--- src/rtl/truth_table_sweeper.sv ---
// Truth-table sweeper: drives all 16 combinations of a 4-input function,
// holds each for DWELL clocks, captures f on the last cycle of each vector
// and compares the resulting 16-bit table against EXPECTED.
module truth_table_sweeper #(
  parameter int          DWELL    = 20,
  parameter logic [15:0] EXPECTED = 16'h0000
) (
  input  logic        clk,
  input  logic        rst_n,
  input  logic        start,
  input  logic        f,
  output logic        a,
  output logic        b,
  output logic        c,
  output logic        d,
  output logic [3:0]  vec_idx,
  output logic        busy,
  output logic        done,
  output logic [15:0] table_out,
  output logic        table_valid,
  output logic        pass
);

  typedef enum logic [1:0] {
    IDLE   = 2'd0,
    RUN    = 2'd1,
    FINISH = 2'd2
  } state_t;

  // Compare value for the last cycle of a vector; DWELL is at most 255 so
  // this always fits the 8-bit dwell counter.
  localparam logic [7:0] DWELL_LAST = 8'(DWELL - 1);

  state_t     state;
  state_t     state_next;
  logic [7:0] dwell_cnt;
  logic       last_cycle;
  logic       last_vector;

  assign last_cycle  = (dwell_cnt == DWELL_LAST);
  assign last_vector = (vec_idx == 4'd15);

  // Stimulus bits are the vector index itself, a being the MSB.
  assign {a, b, c, d} = vec_idx;

  // State register.
  always_ff @(posedge clk or negedge rst_n) begin
    if (!rst_n) begin
      state <= IDLE;
    end else begin
      state <= state_next;
    end
  end

  // Next-state decode; done is a one-cycle pulse while in FINISH.
  always_comb begin
    state_next = state;
    done       = 1'b0;
    case (state)
      IDLE: begin
        if (start) begin
          state_next = RUN;
        end
      end
      RUN: begin
        if (last_cycle && last_vector) begin
          state_next = FINISH;
        end
      end
      FINISH: begin
        done       = 1'b1;
        state_next = IDLE;
      end
      default: begin
        state_next = IDLE;
      end
    endcase
  end

  // Datapath: vector stepping, dwell counting, capture and result flags.
  always_ff @(posedge clk or negedge rst_n) begin
    if (!rst_n) begin
      vec_idx     <= 4'd0;
      dwell_cnt   <= 8'd0;
      busy        <= 1'b0;
      table_out   <= 16'd0;
      table_valid <= 1'b0;
      pass        <= 1'b0;
    end else begin
      case (state)
        IDLE: begin
          if (start) begin
            vec_idx     <= 4'd0;
            dwell_cnt   <= 8'd0;
            busy        <= 1'b1;
            table_out   <= 16'd0;
            table_valid <= 1'b0;
            pass        <= 1'b0;
          end
        end
        RUN: begin
          if (last_cycle) begin
            table_out[vec_idx] <= f;
            if (!last_vector) begin
              vec_idx   <= vec_idx + 4'd1;
              dwell_cnt <= 8'd0;
            end
          end else begin
            dwell_cnt <= dwell_cnt + 8'd1;
          end
        end
        FINISH: begin
          busy        <= 1'b0;
          table_valid <= 1'b1;
          pass        <= (table_out == EXPECTED);
          vec_idx     <= 4'd0;
          dwell_cnt   <= 8'd0;
        end
        default: begin
        end
      endcase
    end
  end

endmodule
--- config.mk ---
export PLATFORM = sky130hd
export DESIGN_NAME = truth_table_sweeper
export DESIGN_NICKNAME = d
export VERILOG_FILES = /design/src/rtl/truth_table_sweeper.sv
export SDC_FILE = /design/constraint.sdc
export NUM_CORES = 1
export LEC_CHECK = 0
export ABC_AREA = 0
export CORE_MARGIN = 4
export CORE_UTILIZATION = 67
export CTS_BUF_LIST = sky130_fd_sc_hd__clkbuf_4 sky130_fd_sc_hd__clkbuf_8 sky130_fd_sc_hd__clkbuf_16
export CTS_CLUSTER_DIAMETER = 30
export DETAILED_ROUTE_END_ITERATION = 10
export DONT_BUFFER_PORTS = 1
export PLACE_DENSITY = 0.91
export SETUP_SLACK_MARGIN = 0.2
export SLEW_MARGIN = 20
export SYNTH_ARGS = -nofsm -noshare
export SYNTH_HDL_FRONTEND = slang
export SYNTH_SLANG_ARGS = --single-unit
--- constraint.sdc ---
create_clock -name clk -period 3.6 [get_ports clk]
set_input_delay 0.54 -clock clk [delete_from_list [all_inputs] [get_ports clk]]
set_output_delay 0.54 -clock clk [all_outputs]
set_load 0.005 [all_outputs]
==> results of run 1 <==
path summary, 6_finish.rpt:
kind	slack, ns	end	startpoint
max	1.36	vec_idx[2]	state[1]
min	0.35	table_out[15]	f
max reg2reg	1.36	vec_idx[2]	state[1]
min reg2reg	0.52	table_valid	table_valid
max in group asynchronous	2.76	table_out[7]	rst_n
min in group asynchronous	0.67	table_out[14]	rst_n
registers in the layout, summed over array words and instances (netlist names):
| signal | count |
|---|---|
| table_out | 16 |
| table_valid | 1 |
| dwell_cnt | 8 |
| busy | 1 |
| state | 2 |
| pass | 1 |
| vec_idx | 4 |
layout make-up:
type,instances,area (sq um),share of cell area (%)
inverters,4,15.0,0.812
clock buffers,7,65.1,3.52
multi-input cells,138,871,47.1
clock inverters,1,5.00,0.271
flip-flops and latches,33,826,44.7
well taps,30,37.5,2.03
repair buffers,2,30.0,1.62
synthesized netlist by cell type, types with 2 or more instances:
cell type / n
dfrtp_1: 33
o31ai_1: 17
o21ai_0: 16
a21oi_1: 15
nor2_1: 10
o21ai_1: 10
clkbuf_1: 7
nand3_1: 7
nand4_1: 7
nand2_1: 6
a31oi_1: 5
ha_1: 5
nand2b_1: 5
buf_4: 4
nor2b_1: 4
nor4_1: 4
or3_1: 4
and3_1: 3
inv_1: 3
a211o_1: 2
and4_1: 2
nor3_1: 2
xor2_1: 2
cell usage in the layout (no fill, tap or decap), types with 2 or more instances in the layout:
cell,instances
dfrtp_1,33
o31ai_1,17
o21ai_0,16
a21oi_1,15
o21ai_1,10
nor2_1,10
nand4_1,7
nand3_1,7
nand2_1,6
nand2b_1,5
a31oi_1,5
ha_1,5
clkbuf_4,5
nor2b_1,4
or3_1,4
nor4_1,4
inv_1,3
and3_1,3
and4_1,2
xor2_1,2
nor3_1,2
a211o_1,2
clkbuf_8,2
critical path: cells and delay by family (launching register included):
kind,cells,cell delay (ns)
simple gates,2,0.92
flops,1,0.65
compound gates,2,0.55
metrics by stage:
| step | total power [uW] | setup WS, ns |
|---|---|---|
| floorplan | 382 | 1.67 |
| global placement | 383 | 1.57 |
| detailed placement | 383 | 1.45 |
| CTS | 629 | 1.42 |
| global route | 647 | 1.16 |
| finish | 627 | 1.36 |
logic make-up after synthesis:
| logic type | count (synthesis) |
|---|---|
| buffers and inverters | 16 |
| DFF | 33 |
| and+or+nand+nor | 61 |
| xor gates and xnor gates | 2 |
| adders and majority gates | 5 |
| AOI/OAI and AO/OA | 70 |
metal layers:
metal | track usage [%] | vias up | wire length, microns
li1 | - | 696 | -
met1 | 38.5 | 741 | 1780
met2 | 42.7 | 124 | 2030
met3 | 11.1 | 14 | 630
met4 | 14.2 | 0 | 91
met5 | 0 | - | 0
report_power, final:
part,internal (uW),switching [uW],leakage [uW]
Combinational,4.37,8.74,0.000296
Sequential,372,1.23,0.000415
Clock,113,128,0.0000413
==> impl_metrics.tcl, run 1 <==
set metrics [dict create \
    status "finished, final reports clean" \
    postPlaceCellArea_sq_um 1750 \
    chipHeight_microns 59.5 \
    slowest_stage "dfrtp_1" \
    wirelength_microns 4530 \
    worstPathArrival_ns 2.47 \
    cts_resized 0 \
    die_width_microns 59.5 \
    async_reset_ff_share_pct 100 \
    grtUsageTotal_pct 29.4 \
    dr.pass1.iters 5 \
    dieArea_sq_um 3540 \
    drt_iter0_drc 143 \
    num-fill-cells 173 \
    fin_area_sq_um 1850 \
    ir_drop_v 0.000314 \
    syn_nets 196 \
    startpoint_type "flop" \
    clk_pin_slew_worst_paths_ns 0.10 \
    numCtsBuffers 5 \
    path_class "flop to flop" \
    synth_xor_xnor_area_share_pct 0.985 \
    synth_seq_cells 33 \
    synth_top_family_by_area "compound AO/OA/AOI/OAI gates" \
    critPathMaxStageDelay_ns 0.65 \
    drt-wirelength-per-cell_microns 21.0 \
    grt_max_degree 34 \
    synthSimpleGateAreaFrac_pct 20.0 \
    io_buffers 0 \
    route.detailed.drc 0 \
    cts_hold_buf 1 \
    final_cells 215 \
    synth-edff-count 0 \
    avgSynthCellArea_sq_um 9.51 \
    post-place-cells 205 \
    grt_pass1_vias 1571 \
    cts_sinks 33 \
    antenna_left 0 \
    syn2layout_area_growth_pct 3.94 \
    synthAdderAreaFrac_pct 3.52 \
    critical_path.endpoint_type "flop" \
    min_period_ns 2.24 \
    clock_path_buffers 2 \
    synth_mux_area_share_pct 0 \
    cp.required_ns 3.84 \
    gp_congestion 0.900 \
    worstRegToRegCells 4 \
    synth_top_area_cell "dfrtp_1" \
    fin_crit_sh_pct 62.1 \
    slew_headroom_pct 53.1 \
    drv_slew 0 \
    synth_compound_area_share_pct 24.4 \
    synth_cell_types 37 \
    holdWs_ns 0.351 \
    finClkSkew_ns 0.00258 \
    hold_viol 0 \
    antenna_found_initial 0 \
    ctsRootBufferMaster "clkbuf_4" \
    synth_cells 187 \
    worstHoldPathType "input pin to flop" \
    rsz0062_at_grt "no" \
    synth_flop_cell "dfrtp_1" \
    cts_tree "done" \
    core_sq_um 2500 \
    setup-violations-final 0 \
    synth_area_leaders "dfrtp_1 46%, o31ai_1 7.2%, o21ai_0 4.5%" \
    cp_cell_sequence "nor2b_1 > o21ai_0 > and3_1 > o32a_1" \
    yosysSeqAreaShare_pct 46.4 \
    drv_cap 0 \
    max_freq_ghz 0.447 \
    worst_pin_slew_ns 0.704 \
    dp_hpwl_microns 3010 \
    tns_ns 0 \
    synth_area_sq_um 1780 \
    avgViaCountPerCell 7.33 \
    cts_setup_buffers 0 \
    worst-path-max-fanout 23 \
    fin_nets 193 \
    vias 1575 \
    powerDensity_nw_per_um2 339 \
    drive_gt1_share_pct 9.19 \
    yosys_warnings 0 \
    start_util_pct 71.2 \
    p_leak_uw 0.000753 \
    ioPinCount 32 \
    diodes 0 \
    hold-path-cell-count 2 \
    final_util_pct 74.0 \
    clock_latency_ns 0.34 \
    synthDominantCellAreaShare_pct 46.4 \
    placementRows 18 \
    grt_pass1_wl_microns 7650 \
    grt_remaining_overflow 0 \
    htreeDepth 2 \
]
Note: power is estimated with default switching activity, not from simulation.
==> run 2: changes to the inputs <==
--- a/config.mk
+++ b/config.mk
@@ -7,12 +7,12 @@
 export LEC_CHECK = 0
 export ABC_AREA = 0
 export CORE_MARGIN = 4
-export CORE_UTILIZATION = 67
+export CORE_UTILIZATION = 62
 export CTS_BUF_LIST = sky130_fd_sc_hd__clkbuf_4 sky130_fd_sc_hd__clkbuf_8 sky130_fd_sc_hd__clkbuf_16
 export CTS_CLUSTER_DIAMETER = 30
 export DETAILED_ROUTE_END_ITERATION = 10
 export DONT_BUFFER_PORTS = 1
-export PLACE_DENSITY = 0.91
+export PLACE_DENSITY = 0.86
 export SETUP_SLACK_MARGIN = 0.2
 export SLEW_MARGIN = 20
 export SYNTH_ARGS = -nofsm -noshare
==> constraint.sdc (replaced) <==
create_clock -name clk -period 2.1 [get_ports clk]
set_input_delay 0.315 -clock clk [delete_from_list [all_inputs] [get_ports clk]]
set_output_delay 0.315 -clock clk [all_outputs]
set_load 0.005 [all_outputs]
==> run 2 against run 1 <==
Compared with the run above: die area rose by 7.0%; register-to-register slack got worse by 1.2 ns; critical endpoint is now dwell_cnt[3]; count of clock-buffer cells in the layout did not move; core utilization rose by 1.8 points; non-clock buffer count rose by 11; worst setup slack got worse by 1.2 ns; critical path depth rose by 1; critical path type unchanged; first-iteration DRC count rose by 52%.
==> impl_metrics.tcl, run 2 (synthesis gave the netlist of run 1 again) <==
set metrics [dict create \
    ir_drop_v 0.000526 \
    max_freq_ghz 0.510 \
    critical_path.endpoint_type "flop" \
    min_period_ns 1.96 \
    cp.required_ns 2.33 \
    io_buffers 0 \
    chipHeight_microns 61.6 \
    wirelength_microns 5010 \
    slew_headroom_pct 71.9 \
    setup-violations-final 0 \
    post-place-cells 212 \
    finalPower_uw 1080 \
    dp_hpwl_microns 3030 \
    cts_sinks 33 \
    worst-path-max-fanout 6 \
    diodes 0 \
    vias 1676 \
    drt_iter0_drc 217 \
    top_register "table_out" \
    core_sq_um 2760 \
    avgViaCountPerCell 7.35 \
    dr.pass1.iters 5 \
    final_cells 228 \
    grt_pass1_vias 1520 \
    hold_viol 0 \
    startpoint_type "flop" \
    worst_pin_slew_ns 0.418 \
    worstHoldPathType "input pin to flop" \
    ioPinCount 32 \
    powerDensity_nw_per_um2 515 \
    syn2layout_area_growth_pct 17.4 \
    grt_remaining_overflow 0 \
    ctsRootBufferMaster "clkbuf_4" \
    antenna_left 0 \
    route.detailed.drc 0 \
    final_cell_mix "33 x dfrtp_1, 18 x o21ai_1, 15 x a21oi_1, 11 x o31ai_2, 11 x buf_4" \
    status "finished, final reports clean" \
    largest_register_ff_count 16 \
    num-fill-cells 164 \
    fin_crit_sh_pct 93.4 \
    clock_latency_ns 0.33 \
    start_util_pct 64.5 \
    antenna_found_initial 0 \
    grt_pass1_wl_microns 7480 \
    grt_max_degree 34 \
    clock_path_buffers 2 \
    dieArea_sq_um 3790 \
    p_leak_uw 0.000824 \
    placementRows 19 \
    die_width_microns 61.6 \
    drv_slew 0 \
    htreeDepth 2 \
    rsz0062_at_grt "yes" \
    largestRegisters "table_out (16), dwell_cnt (8), vec_idx (4)" \
    finClkSkew_ns 0.0152 \
    path_class "flop to flop" \
    drv_cap 0 \
    final_common_cell "dfrtp_1" \
    drt-wirelength-per-cell_microns 22.0 \
    fin_ws_ns 0.140 \
    clk_pin_slew_worst_paths_ns 0.11 \
    grtUsageTotal_pct 27.3 \
    worstPathArrival_ns 2.19 \
    cts_tree "done" \
    tns_ns 0 \
    fin_nets 205 \
    numCtsBuffers 5 \
    drive_gt1_share_pct 23.4 \
    gp_congestion 0.897 \
    preCtsSetupSlack_ns 0.128 \
]
[run 2: cell count changes in the layout (fill, tap and decap cells not counted), sizes merged]
cell  delta
buf     +11
o31a     +1
[run 2: worst max-delay path, cell delays in order (launching register included)]
cell	delay [ns]
dfrtp_1	0.40
or4b_4	0.62
o21ai_0	0.33
buf_4	0.20
nor3_1	0.05
a211o_1	0.26
[run 2: path summary, 6_finish.rpt]
kind / from / end / slack (ns) / cells past startpoint
worst max-delay path: dwell_cnt[5] / dwell_cnt[3] / 0.14 / 5
worst min-delay path: f / table_out[15] / 0.15 / 2
worst max register to register: dwell_cnt[5] / dwell_cnt[3] / 0.14 / 5
worst min register to register: table_valid / table_valid / 0.52 / 1
max in group asynchronous: rst_n / vec_idx[3] / 1.50 / 2
min in group asynchronous: rst_n / vec_idx[2] / 0.42 / 2
[run 2: per-stage QoR]
stage | instance area [sq um] | hold slack, ns | util (%)
6_report | 2090 | 0.152 | 75.8
5_1_grt | 2090 | 0.152 | 75.8
4_1_cts | 1970 | 0.143 | 71.4
3_5_place_dp | 1800 | 0.0201 | 65.2
3_3_place_gp | 1800 | 0.0201 | 65.2
2_1_floorplan | 1780 | 0.0194 | -
[run 2: final cells by class]
type,count,area (sq um),area share (%)
well taps,31,38.8,1.86
inverters,4,15.0,0.719
flip-flops and latches,33,826,39.5
multi-input cells,139,1030,49.2
repair buffers,13,113,5.39
clock buffers,7,65.1,3.11
clock inverters,1,5.00,0.240
[run 2: metal layers]
layer	vias up	wire length (microns)	GRT usage, %
li1	724	-	-
met1	815	1990	34.5
met2	117	2440	42.8
met3	20	473	8.81
met4	0	117	11.8
met5	-	0	0
[run 2: where the power goes]
part           switching (uW)  internal, uW
combinational            15.3          7.78
clock                     219           194
sequential               2.39           637
[run 2: timing repair]
action / CTS / global route
buffers inserted: 4 / 1
setup endpoints to repair: 24 / 25
cloned: 1 / 0
hold endpoints to repair: 33 / 0
hold buffers: 2 / 0
gates resized for setup: 6 / 27
pin swaps: 3 / 18
==> run 3: changes to the inputs <==
--- a/config.mk
+++ b/config.mk
@@ -12,6 +12,7 @@
 export CTS_CLUSTER_DIAMETER = 30
 export DETAILED_ROUTE_END_ITERATION = 10
 export DONT_BUFFER_PORTS = 1
+export GPL_TIMING_DRIVEN = 0
 export PLACE_DENSITY = 0.86
 export SETUP_SLACK_MARGIN = 0.2
 export SLEW_MARGIN = 20
==> run 3 against run 2 <==
Compared with the run above: count of clock-buffer cells in the layout stayed put; first-iteration DRC count is 7.4% higher; register-to-register slack worse by 0.099 ns; worst hold slack better by 0.010 ns; flip-flop and latch count stayed put; cell count is 4.8% higher; final area is 5.7% higher; critical path depth is 1 higher; critical path type unchanged; largest cell class unchanged; largest power group unchanged.
==> impl_metrics.tcl, run 3 (synthesis gave the netlist of run 1 again) <==
set metrics [dict create \
    p_leak_uw 0.000891 \
    syn2layout_area_growth_pct 24.1 \
    r2r_start "dwell_cnt[1]" \
    cts_sinks 33 \
    postPlaceCellArea_sq_um 1820 \
    top_register "table_out" \
    core_sq_um 2760 \
    largest_register_ff_count 16 \
    path_class "flop to flop" \
    cp.required_ns 2.32 \
    critPathLaunch "dwell_cnt[1]" \
    dr.pass1.iters 7 \
    vias 1806 \
    startpoint_type "flop" \
    worst_pin_slew_ns 0.527 \
    worstPathArrival_ns 2.28 \
    drt-wirelength-per-cell_microns 23.1 \
    status "finished, final reports clean" \
    grtUsageTotal_pct 26.4 \
    antenna_left 0 \
    final_common_cell "dfrtp_1" \
    max_freq_ghz 0.486 \
    ir_drop_v 0.000553 \
    io_buffers 0 \
    drt_iter0_drc 233 \
    drv_slew 0 \
    htreeDepth 2 \
    ctsRootBufferMaster "clkbuf_4" \
    drive_gt1_share_pct 24.5 \
    largestRegisters "table_out (16), dwell_cnt (8), vec_idx (4)" \
    gp_congestion 0.889 \
    grt_pass1_wl_microns 7290 \
    grt_pass1_vias 1557 \
    setup-violations-final 0 \
    cts_tree "done" \
    final_cell_mix "33 x dfrtp_1, 18 x o21ai_1, 15 x a21oi_1, 13 x buf_4, 11 x o31ai_4" \
    regArea_sq_um 826 \
    rsz0062_at_grt "yes" \
    start_util_pct 64.5 \
    fin_nets 216 \
    critical_path.endpoint_type "flop" \
    num-fill-cells 138 \
    die_width_microns 61.6 \
    clk_pin_slew_worst_paths_ns 0.10 \
    min_from "start" \
    drv_cap 0 \
    fin_area_sq_um 2210 \
    tns_ns 0 \
    chipHeight_microns 61.6 \
    worstHoldPathType "input pin to flop" \
    clock_path_buffers 2 \
    multiInputGateArea_sq_um 1040 \
    powerDensity_nw_per_um2 491 \
    min_period_ns 2.06 \
    worst-path-max-fanout 5 \
    numCtsBuffers 5 \
    grt_max_degree 34 \
    fin_crit_sh_pct 98.1 \
    avgViaCountPerCell 7.56 \
    finClkSkew_ns 0.00892 \
    wirelength_microns 5520 \
    dp_hpwl_microns 3100 \
    grt_remaining_overflow 0 \
    ioPinCount 32 \
    slew_headroom_pct 64.9 \
    antenna_found_initial 0 \
    hold_viol 0 \
    diodes 0 \
    dieArea_sq_um 3790 \
    route.detailed.drc 0 \
    clock_latency_ns 0.35 \
    placementRows 19 \
]
run 3: changes by cell type in the layout (fill, tap and decap cells not counted), moves of 2 or more:
cell and delta:
o31ai_2 -9, o31ai_4 +7, clkbuf_1 +4, clkbuf_2 +3, buf_4 +2, o31ai_1 +2
run 3: worst max-delay path: stages, from the launching register on:
cell	delay (ns)
dfrtp_1	0.41
ha_2	0.20
or3b_4	0.42
o31a_4	0.39
buf_6	0.14
o31ai_1	0.23
o21ai_1	0.12
run 3: report_power, final:
| group | total, uW | switching, uW | internal, uW |
|---|---|---|---|
| Combinational | 24.9 | 15.8 | 9.06 |
| Sequential | 640 | 3.38 | 637 |
| Clock | 420 | 226 | 194 |
| Total | 1080 | 245 | 840 |
run 3: metal layers:
metal / GRT usage, % / vias to the layer above / wire length, microns
met4: 12.7 / 0 / 295
met3: 7.97 / 47 / 639
li1: - / 747 / -
met1: 33.2 / 848 / 1950
met2: 41.3 / 164 / 2640
met5: 0 / - / 0
run 3: cell type report:
class,count,share of cell area [%]
repair buffers,13,6.06
flip-flops and latches,33,37.4
clock inverters,1,0.227
inverters,4,0.680
well taps,31,1.76
plain buffers,12,3.63
clock buffers,7,2.95
multi-input cells,138,47.3
run 3: repair_timing:
| action | in CTS | in global routing |
|---|---|---|
| buffers inserted | 6 | 4 |
| cloned | 0 | 1 |
| hold buffers | 2 | 0 |
| setup endpoints to repair | 22 | 27 |
| hold endpoints to repair | 33 | 0 |
| pin swaps | 8 | 10 |
| resized for setup | 11 | 34 |
run 3: path summary, 6_finish.rpt:
path	to	slack, ns	cells after the start
max reg2reg	table_out[1]	0.04	6
max	table_out[1]	0.04	6
min in group asynchronous	table_out[12]	0.40	2
max in group asynchronous	table_out[10]	1.53	2
min	state[0]	0.16	2
min reg2reg	dwell_cnt[0]	0.55	1
run 3: metrics by stage:
| stage | std cells | util, % | power, uW | hold slack (ns) | setup slack [ns] |
|---|---|---|---|---|---|
| floorplan | 187 | - | 655 | 0.0194 | 0.212 |
| global placement | 218 | 66.0 | 656 | 0.0201 | 0.101 |
| detailed placement | 218 | 66.0 | 657 | 0.0201 | 0.0553 |
| CTS | 234 | 72.5 | 1080 | 0.130 | 0.145 |
| global route | 239 | 80.1 | 1120 | 0.169 | 0.00154 |
| finish | 239 | 80.1 | 1080 | 0.162 | 0.0404 |
